===== src/rtl/tdm_demux.sv =====
// TDM receive demultiplexer: locks to channel-0 framing and presents each complete frame as one word.
// Optional macro TDM_DEMUX_PARITY_EN adds in_parity and even-parity frame rejection.
module tdm_demux #(
    parameter int N_CH = 4,
    parameter int W    = 8
) (
    input  logic                      clk,
    input  logic                      rst,
    input  logic                      in_valid,
    input  logic                      in_first,
    input  logic [W-1:0]              in_data,
`ifdef TDM_DEMUX_PARITY_EN
    input  logic                      in_parity,
`endif
    output logic [N_CH*W-1:0]         out_data,
    output logic                      out_valid,
    output logic                      out_err,
    output logic                      out_locked,
    output logic [$clog2(N_CH)-1:0]   out_ch
);

    localparam int CW = $clog2(N_CH);

    typedef enum logic {HUNT, LOCKED} state_t;

    state_t              state, state_n;
    logic [N_CH*W-1:0]   shadow, shadow_n;
    logic [N_CH*W-1:0]   data_n;
    logic [CW-1:0]       ch_n;
    logic                valid_n, err_n;
    logic                bad, bad_n;
    logic                perr;

`ifdef TDM_DEMUX_PARITY_EN
    assign perr = ^{in_data, in_parity};
`else
    assign perr = 1'b0;
`endif

    assign out_locked = (state == LOCKED);

    always_ff @(posedge clk) begin
        if (rst) begin
            state     <= HUNT;
            shadow    <= '0;
            out_data  <= '0;
            out_valid <= 1'b0;
            out_err   <= 1'b0;
            out_ch    <= '0;
            bad       <= 1'b0;
        end else begin
            state     <= state_n;
            shadow    <= shadow_n;
            out_data  <= data_n;
            out_valid <= valid_n;
            out_err   <= err_n;
            out_ch    <= ch_n;
            bad       <= bad_n;
        end
    end

    always_comb begin
        state_n  = state;
        shadow_n = shadow;
        data_n   = out_data;
        valid_n  = 1'b0;
        err_n    = 1'b0;
        ch_n     = out_ch;
        bad_n    = bad;
        if (in_valid) begin
            case (state)
                HUNT: begin
                    if (in_first) begin
                        shadow_n[0 +: W] = in_data;
                        ch_n             = CW'(1);
                        state_n          = LOCKED;
                        bad_n            = perr;
                        err_n            = perr;
                    end
                end
                default: begin
                    if (in_first) begin
                        // Any frame start restarts the frame; it is an error unless we expected it.
                        shadow_n[0 +: W] = in_data;
                        ch_n             = CW'(1);
                        bad_n            = perr;
                        err_n            = (out_ch != '0) | perr;
                    end else if (out_ch == '0) begin
                        err_n   = 1'b1;
                        state_n = HUNT;
                    end else if (out_ch == CW'(N_CH - 1)) begin
                        ch_n  = '0;
                        err_n = perr;
                        bad_n = bad | perr;
                        if (!bad && !perr) begin
                            data_n                     = shadow;
                            data_n[(N_CH-1)*W +: W]    = in_data;
                            valid_n                    = 1'b1;
                        end
                    end else begin
                        shadow_n[out_ch*W +: W] = in_data;
                        ch_n                    = out_ch + CW'(1);
                        err_n                   = perr;
                        bad_n                   = bad | perr;
                    end
                end
            endcase
        end
    end

endmodule


===== config.mk =====
export PLATFORM = sky130hd
export DESIGN_NAME = tdm_demux
export DESIGN_NICKNAME = d
export VERILOG_FILES = /design/src/rtl/tdm_demux.sv
export SDC_FILE = /design/constraint.sdc
export NUM_CORES = 1
export LEC_CHECK = 0
export BUFFER_PORTS_ARGS = -buffer_cell sky130_fd_sc_hd__buf_2
export CAP_MARGIN = 5
export CORE_MARGIN = 2
export CORE_UTILIZATION = 45
export DETAILED_ROUTE_END_ITERATION = 10
export PLACE_DENSITY = 0.75
export SYNTH_ARGS = -nofsm -noshare
export SYNTH_HDL_FRONTEND = slang
export SYNTH_SLANG_ARGS = --single-unit
export TNS_END_PERCENT = 5

===== constraint.sdc =====
create_clock -name clk -period 4.1 [get_ports clk]
set_input_delay 0.205 -clock clk [delete_from_list [all_inputs] [get_ports clk]]
set_output_delay 0.205 -clock clk [all_outputs]
set_load 0.03 [all_outputs]

==> impl_metrics.json <==
{
  "status": "complete, no violations",
  "gp_congestion": 0.817,
  "die_y_um": 78.7,
  "syn_nets": 314,
  "drive_gt1_share_pct": 20.4,
  "setup_ws_ns": 1.77,
  "synth-edff-count": 0,
  "max_slew_margin_pct": 23.4,
  "cts-root-buf": "clkbuf_8",
  "start_kind": "flip-flop",
  "start_util_pct": 46.1,
  "clkLatencyLatePin_ns": 0.34,
  "hold_viol": 0,
  "drv_slew": 0,
  "total_power_w": 0.00132,
  "async_flop_share_pct": 0,
  "rows": 27,
  "cap_violations": 0,
  "period_needed_ns": 2.33,
  "first_iter_violations": 147,
  "dieArea_mm2": 0.00619,
  "holdBufCountCts": 0,
  "clock_sinks": 61,
  "wl_mm": 5.62,
  "diodes": 0,
  "antenna_found_initial": 0,
  "ctsHtreeMaxLevel": 3,
  "gr-usage-all-layers_pct": 19.1,
  "met3WireLength_um": 408,
  "cp_max_fo": 21,
  "cts_setup_buffers": 0,
  "cp.required_ns": 4.26,
  "hp-class": "in -> reg",
  "ir_worst_vdd_mv": 0.292,
  "wl_met1_mm": 2.56,
  "post_dp_cell_area_mm2": 0.00273,
  "critPathCaptureType": "flip-flop",
  "grt_max_degree": 70,
  "ios": 49,
  "vias_per_cell": 5.32,
  "cts_buffers": 9,
  "finalSetupViolCount": 0,
  "path_class": "reg -> reg",
  "syn_inst": 295,
  "top_layer": "met4",
  "fp.coreArea_mm2": 0.00544,
  "netlist_area_mm2": 0.00251,
  "wl_met2_mm": 2.59,
  "post_drt_wl_per_cell_um": 13.7,
  "ant_nets": 0,
  "die_w_um": 78.7,
  "dpl_worst_slack_ns": 1.79,
  "grt_pass1_vias": 1988,
  "final_net_count": 353,
  "power.leakage_nw": 1.14,
  "ys_types": 30,
  "grt_pass1_wl_mm": 9.18,
  "vias": 2186,
  "final_area_mm2": 0.00297,
  "postCtsResizedCells": 0,
  "cts_tree": "done",
  "avgSynthCellArea_um2": 8.50,
  "syn_to_final_growth_pct": 18.5,
  "p_per_area_mw_per_mm2": 443,
  "skew_ns": 0.00671,
  "period_share_pct": 56.8,
  "ys_warn_count": 0,
  "io_buffers": 48,
  "clkTransAtPathRegs_ns": 0.07,
  "drc_errors": 0,
  "arrival_ns": 2.49,
  "synth-seq-cells": 61,
  "overflow": 0,
  "clock_path_buffers": 2,
  "yosysSeqAreaShare_pct": 48.7,
  "firstDrtPassIters": 5,
  "fin_util_pct": 54.6,
  "hpwlAfterDp_mm": 3.63,
  "fmax_ghz": 0.430,
  "synth_ff_type": "dfxtp_1",
  "fin_setup_tns_ns": 0,
  "rsz0062_at_grt": "false",
  "worst_pin_slew_ns": 1.15
}
==> cell usage in the layout, fill, tap and decap left out <==
cell type | netlist | layout
a21oi_1 | 51 | 51
a21oi_4 | 1 | 1
a311oi_1 | 1 | 1
and3b_1 | 1 | 1
and4_2 | 1 | 1
and4b_1 | 1 | 1
and4bb_2 | 1 | 1
buf_2 | 2 | 48
buf_4 | 1 | 1
bufinv_16 | 0 | 3
clkbuf_1 | 12 | 2
clkbuf_8 | 0 | 10
clkinv_2 | 0 | 1
dfxtp_1 | 61 | 61
ha_1 | 7 | 7
inv_1 | 7 | 7
mux2i_1 | 8 | 8
nand2_1 | 65 | 65
nand2b_1 | 9 | 9
nand2b_2 | 1 | 1
nand3b_1 | 1 | 1
nand4_1 | 17 | 17
nand4b_1 | 1 | 1
nor2_1 | 2 | 2
nor2b_1 | 8 | 8
nor3_1 | 1 | 1
nor3b_2 | 1 | 1
o21ai_0 | 25 | 25
o31ai_1 | 1 | 1
or3_2 | 1 | 1
or4b_1 | 1 | 1
==> flip-flops by register name, indices dropped and copies added (netlist names) <==
name / cells
shadow: 24
out_locked: 1
out_err: 1
out_ch: 2
out_data: 32
out_valid: 1
==> layer usage <==
| metal | vias up | track usage, % |
|---|---|---|
| li1 | 1094 | - |
| met1 | 1023 | 25.1 |
| met2 | 63 | 29.2 |
| met3 | 6 | 5.98 |
| met4 | 0 | 7.72 |
| met5 | - | 0 |
==> cell type report <==
type / count / area (um^2)
fill: 510 / 2470
sequential: 61 / 1220
multi-input combinational: 206 / 1150
timing repair buffer: 49 / 248
clock buffer: 12 / 145
clock inverter: 4 / 95.1
tap: 72 / 90.1
inverter: 7 / 26.3
==> Yosys cell counts (2+ instances only) <==
cell,count,area share (%)
nand2_1,65,9.7
buf_6,4,1.8
buf_1,2,0.30
buf_2,2,0.40
ha_1,7,3.5
nor2b_1,8,2.0
nand4_1,17,4.2
nor2_1,2,0.30
a21oi_1,51,10
nand2b_1,9,2.2
clkbuf_1,12,1.8
inv_1,7,1.0
mux2i_1,8,3.2
dfxtp_1,61,49
o21ai_0,25,5.0
==> path summary, 6_finish.rpt <==
| kind | startpoint | endpoint | slack (ns) | cells past startpoint |
|---|---|---|---|---|
| worst max register to register | out_ch[0]$_SDFFE_PP0P_ | out_data[1]$_SDFFE_PP0P_ | 1.77 | 8 |
| worst min-delay path | in_data[2] | out_data[26]$_SDFFE_PP0P_ | 0.15 | 3 |
| worst min register to register | out_data[2]$_SDFFE_PP0P_ | out_data[2]$_SDFFE_PP0P_ | 0.45 | 2 |
| worst max-delay path | out_ch[0]$_SDFFE_PP0P_ | out_data[1]$_SDFFE_PP0P_ | 1.77 | 8 |
==> where the power goes <==
| part | internal, W | switching [W] |
|---|---|---|
| combinational | 0.0000229 | 0.0000460 |
| clock | 0.000420 | 0.000223 |
| sequential | 0.000598 | 0.00000588 |
==> critical path, cell delays in order (launching register included) <==
cell and delay (ns):
dfxtp_1 0.48, inv_1 0.13, ha_1 0.29, inv_1 0.08, ha_1 0.15, nand4_1 0.44, buf_4 0.40, nand2_1 0.10
a21oi_1 0.07
==> stage by stage <==
stage	hold slack, ns	std cells
floorplan	0.320	295
global placement	0.440	395
detailed placement	0.445	395
CTS	0.138	411
global route	0.160	411
finish	0.155	411
==> cell families after synthesis <==
| kind of cell | count (synthesis) | synth area share [%] |
|---|---|---|
| AND/OR/NAND/NOR | 112 | 22.5 |
| AO/OA/AOI/OAI | 79 | 16.5 |
| flip-flops | 61 | 48.7 |
| buffers and inverters | 28 | 5.64 |
| multiplexers | 8 | 3.19 |
| adder cells (fa/ha/maj) | 7 | 3.49 |
(Power assumes the default switching activity.)
